File: src/rtl/mtm_alu_deserializer.sv
// mtm_alu_deserializer: serial frame receiver assembling {B,A,op} packets with CRC4/length/opcode checks
module mtm_alu_deserializer #(
  parameter int         N_DATA_BYTES = 8,
  parameter logic [3:0] CRC_INIT     = 4'h0
) (
  input  logic        clk,
  input  logic        rst,
  input  logic        sin,
  input  logic        out_ready,
  output logic        out_valid,
  output logic [31:0] A,
  output logic [31:0] B,
  output logic [2:0]  op,
  output logic [2:0]  err_flags,
  output logic        ovf
);
  localparam int CW = $clog2(N_DATA_BYTES + 2);
  typedef enum logic [1:0] {IDLE, TYPE, BITS, STOP} state_t;
  state_t         state_q, state_d;
  logic [2:0]     bit_q, bit_d;
  logic           type_q, type_d;
  logic [7:0]     byte_q, byte_d;
  logic [63:0]    ba_q, ba_d;
  logic [3:0]     crc_q, crc_d;
  logic [CW-1:0]  cnt_q, cnt_d;
  logic           pend_q, pend_d;
  logic [2:0]     pop_q, pop_d, perr_q, perr_d;
  logic           ov_q, ovf_q;
  logic [31:0]    a_q, b_q;
  logic [2:0]     op_q, err_q;
  logic [3:0]     crc_cmd;
  logic           op_ok;

  function automatic logic [3:0] crc_bit(input logic [3:0] c, input logic d);
    return {c[2:0], 1'b0} ^ ((c[3] ^ d) ? 4'b0011 : 4'b0000);
  endfunction

  function automatic logic [3:0] crc_byte(input logic [3:0] c, input logic [7:0] d);
    logic [3:0] r;
    r = c;
    for (int i = 0; i < 8; i++) r = crc_bit(r, d[7-i]);
    return r;
  endfunction

  function automatic logic [3:0] crc_nib(input logic [3:0] c, input logic [3:0] d);
    logic [3:0] r;
    r = c;
    for (int i = 0; i < 4; i++) r = crc_bit(r, d[3-i]);
    return r;
  endfunction

  // The CMD byte's own contribution to the CRC is a constant 1 followed by the opcode.
  assign crc_cmd = crc_nib(crc_q, {1'b1, byte_q[6:4]});
  assign op_ok   = !(byte_q[6:4] == 3'b011 || byte_q[6:5] == 2'b11);

  always_comb begin
    state_d = state_q;
    bit_d   = bit_q;
    type_d  = type_q;
    byte_d  = byte_q;
    ba_d    = ba_q;
    crc_d   = crc_q;
    cnt_d   = cnt_q;
    pend_d  = 1'b0;
    pop_d   = pop_q;
    perr_d  = perr_q;
    case (state_q)
      IDLE: state_d = sin ? IDLE : TYPE;
      TYPE: begin
        type_d  = sin;
        bit_d   = 3'd0;
        state_d = BITS;
      end
      BITS: begin
        byte_d  = {byte_q[6:0], sin};
        bit_d   = bit_q + 3'd1;
        state_d = (bit_q == 3'd7) ? STOP : BITS;
      end
      default: begin
        state_d = IDLE;
        if (!sin) begin
          cnt_d = '0;
          crc_d = CRC_INIT;
        end else if (!type_q) begin
          ba_d  = {ba_q[55:0], byte_q};
          crc_d = crc_byte(crc_q, byte_q);
          cnt_d = (cnt_q == CW'(N_DATA_BYTES + 1)) ? cnt_q : cnt_q + CW'(1);
        end else begin
          pend_d = 1'b1;
          pop_d  = byte_q[6:4];
          perr_d = (cnt_q != CW'(N_DATA_BYTES)) ? 3'b100 :
                   (byte_q[3:0] != crc_cmd)     ? 3'b010 :
                   !op_ok                       ? 3'b001 : 3'b000;
          cnt_d  = '0;
          crc_d  = CRC_INIT;
        end
      end
    endcase
  end

  always_ff @(posedge clk) begin
    if (rst) begin
      state_q <= IDLE;
      bit_q   <= '0;
      type_q  <= 1'b0;
      byte_q  <= '0;
      ba_q    <= '0;
      crc_q   <= CRC_INIT;
      cnt_q   <= '0;
      pend_q  <= 1'b0;
      pop_q   <= '0;
      perr_q  <= '0;
      ov_q    <= 1'b0;
      ovf_q   <= 1'b0;
      a_q     <= '0;
      b_q     <= '0;
      op_q    <= '0;
      err_q   <= '0;
    end else begin
      state_q <= state_d;
      bit_q   <= bit_d;
      type_q  <= type_d;
      byte_q  <= byte_d;
      ba_q    <= ba_d;
      crc_q   <= crc_d;
      cnt_q   <= cnt_d;
      pend_q  <= pend_d;
      pop_q   <= pop_d;
      perr_q  <= perr_d;
      ovf_q   <= pend_q && ov_q && !out_ready;
      // ba_q cannot change before the pending result loads: the next data byte is >= 11 cycles away.
      if (pend_q && (!ov_q || out_ready)) begin
        ov_q  <= 1'b1;
        a_q   <= ba_q[31:0];
        b_q   <= ba_q[63:32];
        op_q  <= pop_q;
        err_q <= perr_q;
      end else if (out_ready) begin
        ov_q  <= 1'b0;
      end
    end
  end

  assign out_valid = ov_q;
  assign A         = a_q;
  assign B         = b_q;
  assign op        = op_q;
  assign err_flags = err_q;
  assign ovf       = ovf_q;
endmodule

File: config.mk
export PLATFORM = sky130hd
export DESIGN_NAME = mtm_alu_deserializer
export DESIGN_NICKNAME = d
export VERILOG_FILES = /design/src/rtl/mtm_alu_deserializer.sv
export SDC_FILE = /design/constraint.sdc
export NUM_CORES = 1
export LEC_CHECK = 0
export ABC_AREA = 1
export CAP_MARGIN = 20
export CORE_ASPECT_RATIO = 0.7
export CORE_MARGIN = 2
export CORE_UTILIZATION = 50
export CTS_BUF_LIST = sky130_fd_sc_hd__clkbuf_16
export CTS_CLUSTER_DIAMETER = 100
export DETAILED_ROUTE_END_ITERATION = 8
export GPL_ROUTABILITY_DRIVEN = 0
export PLACE_DENSITY = 0.76
export SLEW_MARGIN = 20
export SYNTH_ARGS = -nofsm -noshare
export SYNTH_HDL_FRONTEND = slang
export SYNTH_SLANG_ARGS = --single-unit
File: constraint.sdc
create_clock -name clk -period 1.3 [get_ports clk]
set_input_delay 0.195 -clock clk [delete_from_list [all_inputs] [get_ports clk]]
set_output_delay 0.195 -clock clk [all_outputs]
set_load 0.005 [all_outputs]
Yosys cells after proc, flatten, opt, wreduce, memory -nomap -nowiden
Index checks and enable logic that the tools add are counted.
Widths: inputs -> output; s select.
{"block": "totals", "ff_bits": 165, "wordCells": 95, "inputBits": 4}
{"block": "op_classes", "n_reduce_logical": 15, "bitwise_logic": 26, "n_eq_ne": 9, "mux": 27, "add_sub_neg": 2}
{"operator": "$xor 4x2->4", "count": 12}
{"operator": "$mux 2", "count": 13}
{"operator": "$mux 4", "count": 5}
{"operator": "$xor 1x1->1", "count": 11}
{"operator": "$mux 1", "count": 6}
{"operator": "$pmux 2 s3", "count": 1}
{"operator": "$pmux 3 s2", "count": 1}
{"operator": "$reduce_and 3->1", "count": 2}
{"operator": "$reduce_or 5->1", "count": 1}
{"operator": "$add 4x1->4 const B", "count": 1}
{"operator": "$eq 2x2->1 const B", "count": 2}
{"operator": "$eq 4x4->1 const B", "count": 1}
{"operator": "$ne 4x4->1", "count": 1}
{"operator": "$ne 4x4->1 const B", "count": 1}
{"operator": "$reduce_bool 2->1", "count": 2}
{"operator": "$add 3x1->3 const B", "count": 1}
{"operator": "$eq 3x2->1 const B", "count": 1}
{"operator": "$eq 3x3->1 const B", "count": 1}
{"operator": "$logic_and 1x1->1", "count": 3}
{"operator": "$mux 3", "count": 1}
{"operator": "$ne 3x3->1 const B", "count": 1}
{"operator": "$not 1->1", "count": 3}
{"operator": "$reduce_or 3->1", "count": 1}
{"operator": "$eq 2x1->1 const B", "count": 1}
{"operator": "4 further kinds", "count": 6}

Logic depth before layout (Yosys ltp)
Gate-level depths: netlist (run 1).
{"block": "logic_depth", "ltp_word": 26, "mapped_depth": 13, "depth_no_buf": 12}

Worst setup path after synthesis (run 1)
Ideal clock, no wire load.
{"block": "synth_timing", "path_type": "register to register", "start": "reg state_q[0]", "end": "reg perr_q[0]", "path_stages_with_launch": 8, "path_buffers": 0, "synth_period_minus_slack_ns": 1.351, "arrival_ns": 1.281, "required_ns": 1.230, "path_slack_ns": -0.051, "cell_sequence": "dfxtp_1 > ha_1 > inv_2 > nor3_4 > nand2_2 > nor2_2 > nand4_1 > a21oi_1"}
{"block": "synth_via", "elab_chain_cells": 4, "elab_cells_between_ends": 6, "cone_classes": "eq/ne (2); bitwise (1); reduce/logical (3)"}
{"item": "from (decl)", "line_no": "19", "source": "state_t state_q, state_d;"}
{"item": "from (signal assigned)", "line_no": "120", "source": "state_q <= state_d;"}
{"item": "$eq 2x2->1, or another cell as far along", "line_no": "67", "source": "case (state_q)"}
{"item": "$reduce_or 3->1 (no line) *"}
{"item": "$not 1->1 (no line) *"}
{"item": "$reduce_and 3->1 (no line) *"}
{"item": "to (signal assigned)", "line_no": "129", "source": "perr_q <= perr_d;"}
{"item": "to (decl)", "line_no": "27", "source": "logic [2:0] pop_q, pop_d, perr_q, perr_d;"}
Every way passes the cells marked *; elsewhere a longest branch is shown, timed or not.
A chain may end at the register's enable or synchronous reset.

Worst setup path after layout (run 1)
{"block": "layout_timing", "start": "reg byte_q[4]", "end": "reg crc_q[1]"}
{"block": "layout_via", "elab_chain_cells": 11, "elab_cells_between_ends": 13, "cone_classes": "mux (5); bitwise (8)"}
{"item": "from (decl)", "line_no": "22", "source": "logic [7:0] byte_q, byte_d;"}
{"item": "from (signal assigned)", "line_no": "123", "source": "byte_q <= byte_d;"}
{"item": "$xor 1x1->1 *", "line_no": "35", "source": "return {c[2:0], 1'b0} ^ ((c[3] ^ d) ? 4'b0011 : 4'b0000);"}
{"item": "$mux 2 *", "line_no": "35"}
{"item": "$xor 4x2->4 * (3 in a row)", "line_no": "35"}
{"item": "$xor 1x1->1 or $xor 4x2->4 (tied branches)", "line_no": "35"}
{"item": "$mux 2 or $xor 1x1->1 (tied branches)", "line_no": "35"}
{"item": "$xor 4x2->4 * (2 in a row)", "line_no": "35"}
{"item": "$mux 4 *", "line_no": "84", "source": "end else if (!type_q) begin"}
{"item": "$mux 4 *", "line_no": "81", "source": "if (!sin) begin"}
{"item": "to (signal assigned)", "line_no": "125", "source": "crc_q <= crc_d;"}
{"item": "to (decl)", "line_no": "24", "source": "logic [3:0] crc_q, crc_d;"}
Marked as above.

==> impl_metrics.toml, run 1 <==
[timing]
setup_viol = 2
skew_ns = 0.00776
setup_slack_ns = -0.0475
worst_pin_slew_ns = 0.329
holdWs_ns = 0.462
maxSlewViolCount = 0
finalHoldViolCount = 0
rsz0062_at_grt = "true"
period_share = 1.04
slew-limit-headroom = 0.779
period_needed_ns = 1.35
fmax_mhz = 742

[yosys]
yosys_warnings = 0
postSynthCellCount = 766
syn_avg_cell_area_um2 = 8.08
synth_cell_type_count = 25
yosysSeqAreaShare = 0.534
synth_nets = 779
synth_seq_cells = 165
synth_area_um2 = 6190

[clock_tree]
clkSlewWorstSetupHoldPaths_ns = 0.06
insertion_delay_ns = 0.42
cts_buffer_depth = 2
cts_tree = "done"
numCtsBuffers = 17
h-tree-depth = 4
clock_sinks = 165
cts-root-buf = "clkbuf_16"

[place]
placed_area_um2 = 7370
dp_hpwl_um = 9890
io_buffers = 75

[detailed_routing]
ant_nets = 0
wire_per_inst_um = 15.3
route.detailed.drc = 0
vias = 5645
drt_pre_antenna_iters = 5
drt_first_iter_violations = 385
drt-total-wl_um = 16000
vias_per_cell = 5.39

[floorplanning]
io-pin-count = 76
core_region_area_um2 = 11900
rows = 33
die-area_um2 = 13300
die_w_um = 137
start_util = 0.520
die_y_um = 97.1

[worst_hold_path]
hold_class = "reg -> reg"
worstHoldStart = "ba_q[56]"
hold_end = "B[24]"
holdPathStages = 2

[layout]
final_common_cell = "a21oi_1"
antennaDiodeCount = 0
final_util = 0.712
area_growth_pct = 36.8
drive_above_1_share = 0.242
final_area_um2 = 8460
final_cell_mix = "a21oi_1 (143), dfxtp_1 (134), o21ai_0 (99), inv_1 (81), dlygate4sd2_1 (72)"
final_nets = 891

[global_route]
grt_max_degree = 43
antenna_found_initial = 0
overflow = 0
grt_pass1_wl_um = 25200
track_usage = 0.237
first_global_vias = 5324

[run_status]
outcome = "finished with violations"
violations = "setup timing"

[worst_setup_path]
required_ns = 1.61
critPathCaptureType = "flip-flop"
reg2reg_depth = 10
start_kind = "flip-flop"
r2r_end = "crc_q[1]"
crit_path_max_fanout = 4
cp.arrival_ns = 1.66
rrSetupSlack_ns = -0.05
timing.rr.start = "byte_q[4]"
path_class = "reg -> reg"

[power_and_ir_drop]
p_leak_nw = 3.70
p_per_area_nw_per_um2 = 1340
peakVddDrop_uv = 937

[flow_run]
drv_cap = 0
## timing repair
action	CTS	global route
pin swaps	12	40
resized for setup	133	146
setup buffers	7	8
endpoints found under the setup margin	153	90
gates cloned	1	0
hold buffers	0	0
## cell families after synthesis
| kind of cell | after synthesis | synth area share |
|---|---|---|
| simple gates | 142 | 0.0971 |
| flops | 165 | 0.534 |
| compound gates | 302 | 0.246 |
| fa+ha+maj | 9 | 0.0182 |
| xor+xnor | 3 | 0.00425 |
| buf+inv | 145 | 0.101 |
## per-stage QoR
step	worst slack, ns	setup TNS (ns)	power (W)	instances
2_1_floorplan	-0.00294	-0.00294	0.00582	766
3_3_place_gp	-0.362	-42.13	0.00609	1000
3_5_place_dp	-0.404	-45.66	0.00613	1000
4_1_cts	0.000330	0	0.0111	1040
5_1_grt	-0.0984	-0.557	0.0117	1048
6_report	-0.0475	-0.0919	0.0113	1048
## sequential cells by signal, indices dropped and copies added, names as in the netlist
register	cells
A	32
B	32
ba_q	64
bit_q	3
byte_q	8
cnt_q	4
crc_q	4
err_flags	3
op	3
out_valid	1
ovf	1
pend_q	1
perr_q	3
pop_q	3
state_q	2
type_q	1
## power breakdown
part / internal [W] / switching (W)
Sequential: 0.00515 / 0.0000931
Combinational: 0.000441 / 0.000671
Clock: 0.00299 / 0.00200
Total: 0.00858 / 0.00276
## synth_stat cells, drive strengths merged
cell      n  area share
a22oi     1      0.0012
a211oi    1      0.0012
nand4     3      0.0030
buf      24       0.027
xor2      2      0.0028
ha        9       0.018
a21oi   144        0.12
nor3      3      0.0042
dfxtp   165        0.53
nor2     27       0.018
clkbuf   23       0.014
inv      98       0.059
nand3    22       0.018
o21ai   156        0.13
nand2    87       0.054
xnor2     1      0.0014
## cell type report
cell class,count,area [um^2]
clock buffer,17,425
clock inverter,15,165
fill,890,3430
inverter,98,379
multi-input combinational,457,2640
sequential,165,3360
tap,157,196
timing repair buffer,139,1300
## worst max-delay path by stage
stage | from | endpoint | cells after the start
floorplan | state_q[1] | perr_q[0] | 7
global placement | sin | ba_q[36] | 7
detailed placement | out_ready | A[28] | 6
CTS | crc_q[2] | crc_q[2] | 11
global route | byte_q[6] | crc_q[1] | 12
finish | byte_q[4] | crc_q[1] | 10
## critical path: stages (launching register included)
cell	delay (ns)
dfxtp_4	0.38
buf_6	0.13
nand2_2	0.07
nand2_4	0.09
nand2_4	0.07
nand2_1	0.08
nand3_1	0.08
nand2_2	0.10
nand3_2	0.10
nand3_2	0.09
nand2_1	0.05
## per-layer routing
layer | routed length [um] | up-vias | track usage
met4 | 279 | 0 | 0.0888
met1 | 7270 | 2656 | 0.329
met3 | 897 | 28 | 0.0438
li1 | - | 2771 | -
met2 | 7570 | 190 | 0.367
met5 | 0 | - | 0
(Power assumes the default switching activity.)
==> run 2: changes to the inputs <==
--- a/config.mk
+++ b/config.mk
@@ -14,8 +14,7 @@
 export CTS_CLUSTER_DIAMETER = 100
 export DETAILED_ROUTE_END_ITERATION = 8
 export GPL_ROUTABILITY_DRIVEN = 0
-export PLACE_DENSITY = 0.76
-export SLEW_MARGIN = 20
+export PLACE_DENSITY = 0.86
 export SYNTH_ARGS = -nofsm -noshare
 export SYNTH_HDL_FRONTEND = slang
 export SYNTH_SLANG_ARGS = --single-unit
==> run 2 against run 1 <==
  * The flow still finishes with violations (setup timing)
  * Critical path depth decreased by 3
  * Combinational power decreased by 4%
  * Via count increased by 2.5%
  * Clock skew decreased by 0.00078 ns
  * Critical endpoint is now A[0]
  * Register-to-register slack about the same
  * Hold slack got worse by 0.0070 ns
  * Sequential share of layout area increased by 0.28 points
  * Global-route usage decreased by 0.31 points
  * Wire length increased by 6.6%
  * Highest routed layer unchanged
  * Count of clock-buffer cells in the layout unchanged
==> impl_metrics.toml, run 2 (synthesized netlist as in run 1, its figures left out) <==
[clock_tree]
ctsHoldBuffers = 0
cts_buffer_depth = 2
clkSlewWorstSetupHoldPaths_ns = 0.06
insertion_delay_ns = 0.43
clock_sinks = 165
numCtsBuffers = 17
h-tree-depth = 4
cts_tree = "done"
cts-root-buf = "clkbuf_16"

[worst_setup_path]
cp_top_family = "buffers and inverters"
cp.arrival_ns = 1.71
required_ns = 1.65
path_cells = "inv_2, nor2_4, nor2_4, buf_4, buf_4, o21ai_0, a21oi_1"
crit_path_max_fanout = 10
path_class = "reg -> reg"
slowest_stage = "dfxtp_2"
cpPeakStageDelay_ns = 0.32
critPathCaptureType = "flip-flop"
worst-path-buf-inv = 3
start_kind = "flip-flop"

[place]
placed_area_um2 = 7290
io_buffers = 75
dp_hpwl_um = 9190

[timing]
slew-limit-headroom = 0.709
rsz0062_at_grt = "true"
worst_pin_slew_ns = 0.433
period_needed_ns = 1.36
setup_viol = 9
holdWs_ns = 0.455
fmax_mhz = 736
finalHoldViolCount = 0
fin_setup_tns_ns = -0.289
setup_slack_ns = -0.0586
skew_ns = 0.00697
period_share = 1.05
maxSlewViolCount = 0

[global_route]
grt_max_degree = 71
first_global_vias = 5062
antenna_found_initial = 0
overflow = 0
track_usage = 0.234
grt_pass1_wl_um = 24600

[layout]
multiInputGateArea_um2 = 2500
final_util = 0.707
final_cell_mix = "a21oi_1 (143), dfxtp_1 (133), o21ai_0 (131), inv_1 (83), dlygate4sd2_1 (72)"
area_growth_pct = 35.9
final_nets = 885
fill_cells = 868
largest_register_ffs = 64
antennaDiodeCount = 0
top_register = "ba_q"
final_area_um2 = 8410
seqCellArea_um2 = 3360
final_common_cell = "a21oi_1"
drive_above_1_share = 0.225

[power_and_ir_drop]
p_per_area_nw_per_um2 = 1380
p_leak_nw = 3.65
clkPwrFrac = 0.455
swShare = 0.243
peakVddDrop_uv = 1180
seqPwrFrac = 0.453
p_comb_frac = 0.093
switchingPower_w = 0.00281
intPower_w = 0.00877

[worst_hold_path]
hold_class = "reg -> reg"

[floorplanning]
io-pin-count = 76
die-area_um2 = 13300
start_util = 0.520
core_region_area_um2 = 11900
die_w_um = 137
rows = 33
die_y_um = 97.1

[detailed_routing]
drt_pre_antenna_iters = 5
wire_per_inst_um = 16.4
drt_first_iter_violations = 527
vias_per_cell = 5.55
vias = 5785
drt-total-wl_um = 17100
ant_nets = 0
route.detailed.drc = 0

[flow_run]
drv_cap = 0

[run_status]
outcome = "finished with violations"
violations = "setup timing"
[run 2: repair_timing]
item / CTS / global route
pin swaps: 16 / 24
resized for setup: 149 / 72
buffers inserted: 4 / 12
gates cloned: 2 / 3
hold endpoints to repair: 0 / 0
endpoints found under the setup margin: 103 / 95
[run 2: per-stage QoR]
| step | power (W) | setup WS [ns] | std cells |
|---|---|---|---|
| floorplan | 0.00582 | -0.00294 | 766 |
| global placement | 0.00609 | -0.294 | 989 |
| detailed placement | 0.00612 | -0.339 | 989 |
| CTS | 0.0114 | -0.00196 | 1027 |
| global route | 0.0119 | -0.145 | 1042 |
| finish | 0.0116 | -0.0586 | 1042 |
[run 2: worst paths after layout]
path,startpoint,to,slack [ns],cells past startpoint
min,ba_q[56],ba_q[56],0.46,2
max,out_valid,A[0],-0.06,7
max reg2reg,out_valid,A[0],-0.06,7
min reg2reg,ba_q[56],ba_q[56],0.46,2
[run 2: area by class of cell]
class,count,share of cell area
sequential,165,0.400
multi-input combinational,456,0.297
timing repair buffer,134,0.160
clock buffer,17,0.0506
inverter,98,0.0457
tap,157,0.0234
clock inverter,15,0.0228
[run 2: worst register-to-register path, stage by stage (launching register included)]
cell and delay, ns:
dfxtp_2 0.32, inv_2 0.06, nor2_4 0.04, nor2_4 0.28, buf_4 0.18, buf_4 0.15
o21ai_0 0.10, a21oi_1 0.15
[run 2: routing by layer]
| layer | track usage | up-vias | share of wire |
|---|---|---|---|
| li1 | - | 2755 | - |
| met1 | 0.312 | 2726 | 0.43 |
| met2 | 0.368 | 252 | 0.47 |
| met3 | 0.0459 | 52 | 0.069 |
| met4 | 0.104 | 0 | 0.033 |
| met5 | 0 | - | 0 |
[run 2: power by group through the flow]
| stage | Combinational [W] | Clock (W) | Sequential (W) |
|---|---|---|---|
| 2_1_floorplan | 0.000503 | 0 | 0.00532 |
| 3_3_place_gp | 0.000756 | 0 | 0.00533 |
| 3_5_place_dp | 0.000787 | 0 | 0.00534 |
| 4_1_cts | 0.000906 | 0.00527 | 0.00523 |
| 5_1_grt | 0.00116 | 0.00549 | 0.00525 |
| 6_report | 0.00107 | 0.00526 | 0.00524 |
==> run 3: changes to the inputs <==
--- a/config.mk
+++ b/config.mk
@@ -13,7 +13,7 @@
 export CTS_BUF_LIST = sky130_fd_sc_hd__clkbuf_16
 export CTS_CLUSTER_DIAMETER = 100
 export DETAILED_ROUTE_END_ITERATION = 8
-export GPL_ROUTABILITY_DRIVEN = 0
+export GPL_ROUTABILITY_DRIVEN = 1
 export PLACE_DENSITY = 0.86
 export SYNTH_ARGS = -nofsm -noshare
 export SYNTH_HDL_FRONTEND = slang
==> run 3 against run 2 <==
  * Combinational power is 12% lower
  * Critical path depth unchanged
  * Critical endpoint is now A[16]
  * The run still ends with setup timing left
  * Largest cell class unchanged
  * Final cell count is 0.86% lower
  * Clock skew hardly changed
==> impl_metrics.toml, run 3 (synthesized netlist as in run 1, its figures left out) <==
[worst_hold_path]
holdPathStages = 4
hold_end = "type_q"
worstHoldStart = "sin"
hold_class = "in -> reg"

[worst_setup_path]
required_ns = 1.59
crit_start = "out_valid"
cp.arrival_ns = 1.63
r2r_end = "A[16]"
timing.rr.start = "out_valid"
start_kind = "flip-flop"
reg2reg_depth = 7
rrSetupSlack_ns = -0.04
critPathCaptureType = "flip-flop"
crit_path_max_fanout = 14
path_class = "reg -> reg"

[timing]
slew-limit-headroom = 0.697
fmax_mhz = 748
skew_ns = 0.00685
period_needed_ns = 1.34
holdWs_ns = 0.257
rsz0062_at_grt = "true"
setup_slack_ns = -0.0376
setup_viol = 2
finalHoldViolCount = 0
period_share = 1.03
worst_pin_slew_ns = 0.450
maxSlewViolCount = 0
fin_setup_tns_ns = -0.0591

[floorplanning]
rows = 33
die_y_um = 97.1
io-pin-count = 76
start_util = 0.520
core_region_area_um2 = 11900
die-area_um2 = 13300
die_w_um = 137

[global_route]
overflow = 0
grt_pass1_wl_um = 23200
track_usage = 0.219
first_global_vias = 4900
antenna_found_initial = 0
grt_max_degree = 66

[place]
gp_congestion = 0.901
dp_hpwl_um = 9220
io_buffers = 75
place_inst = 992

[layout]
instances_no_fill = 1033
antennaDiodeCount = 0
final_cell_mix = "a21oi_1 (144), dfxtp_1 (135), o21ai_0 (130), inv_1 (81), dlygate4sd2_1 (72)"
area_growth_pct = 31.5
drive_above_1_share = 0.199
final_nets = 876
top_register = "ba_q"
final_common_cell = "a21oi_1"
largest_register_ffs = 64

[detailed_routing]
vias = 5517
drt_pre_antenna_iters = 5
vias_per_cell = 5.34
drt_first_iter_violations = 467
route.detailed.drc = 0
wire_per_inst_um = 15.1
ant_nets = 0
drt-total-wl_um = 15600

[clock_tree]
cts_buffer_depth = 2
insertion_delay_ns = 0.42
clkSlewWorstSetupHoldPaths_ns = 0.06
cts-root-buf = "clkbuf_16"
cts_tree = "done"
numCtsBuffers = 17
h-tree-depth = 4
clock_sinks = 165

[flow_run]
drv_cap = 0

[run_status]
violations = "setup timing"
outcome = "finished with violations"

[power_and_ir_drop]
peakVddDrop_uv = 1100
p_leak_nw = 3.54
p_per_area_nw_per_um2 = 1320
==> run 3: worst max-delay path, cell delays in order (launching register included) <==
cell and delay, ns:
dfxtp_1 0.32, inv_1 0.06, nor2_4 0.12, nor2_4 0.06
buf_6 0.15, clkbuf_16 0.18, o21ai_0 0.23, a21oi_1 0.08
==> run 3: area by class of cell <==
class	instances	area (um^2)
Multi-Input combinational cell	456	2450
Sequential cell	165	3360
Tap cell	157	196
Clock inverter	15	114
Clock buffer	17	425
Timing Repair Buffer	125	1210
Inverter	98	377
Fill cell	935	3750
==> run 3: metal layers <==
metal | vias up | global-route usage | share of wire
li1 | 2735 | - | -
met1 | 2567 | 0.302 | 0.45
met2 | 190 | 0.330 | 0.46
met3 | 25 | 0.0621 | 0.068
met4 | 0 | 0.0682 | 0.017
met5 | - | 0 | 0
==> run 3: repair_timing <==
action                                  4_1_cts  5_1_grt
hold endpoints to repair                      0        0
endpoints found under the setup margin      120       84
hold buffers                                  0        0
setup buffers                                 1        4
pin swaps                                     2       14
resized for setup                           109       89
gates cloned                                  0        4
==> run 3: worst max path at each step <==
stage / end
2_1_floorplan: perr_q[0]
6_report: A[16]
3_3_place_gp: cnt_q[3]
3_5_place_dp: ba_q[9]
4_1_cts: crc_q[2]
5_1_grt: crc_q[1]
==> run 3: per-stage QoR <==
stage / util / power, W / cell area [um^2] / worst slack (ns)
final: 0.684 / 0.0108 / 8140 / -0.0376
after global routing: 0.684 / 0.0111 / 8140 / -0.134
after CTS: 0.656 / 0.0107 / 7800 / 0.000329
after detailed placement: 0.613 / 0.00611 / 7290 / -0.323
after global placement: 0.613 / 0.00609 / 7290 / -0.281
after floorplan: - / 0.00582 / 6190 / -0.00294
==> run 3: power breakdown <==
| group | internal (W) | switching, W |
|---|---|---|
| combinational | 0.000372 | 0.000571 |
| clock | 0.00260 | 0.00199 |
| sequential | 0.00515 | 0.0000841 |
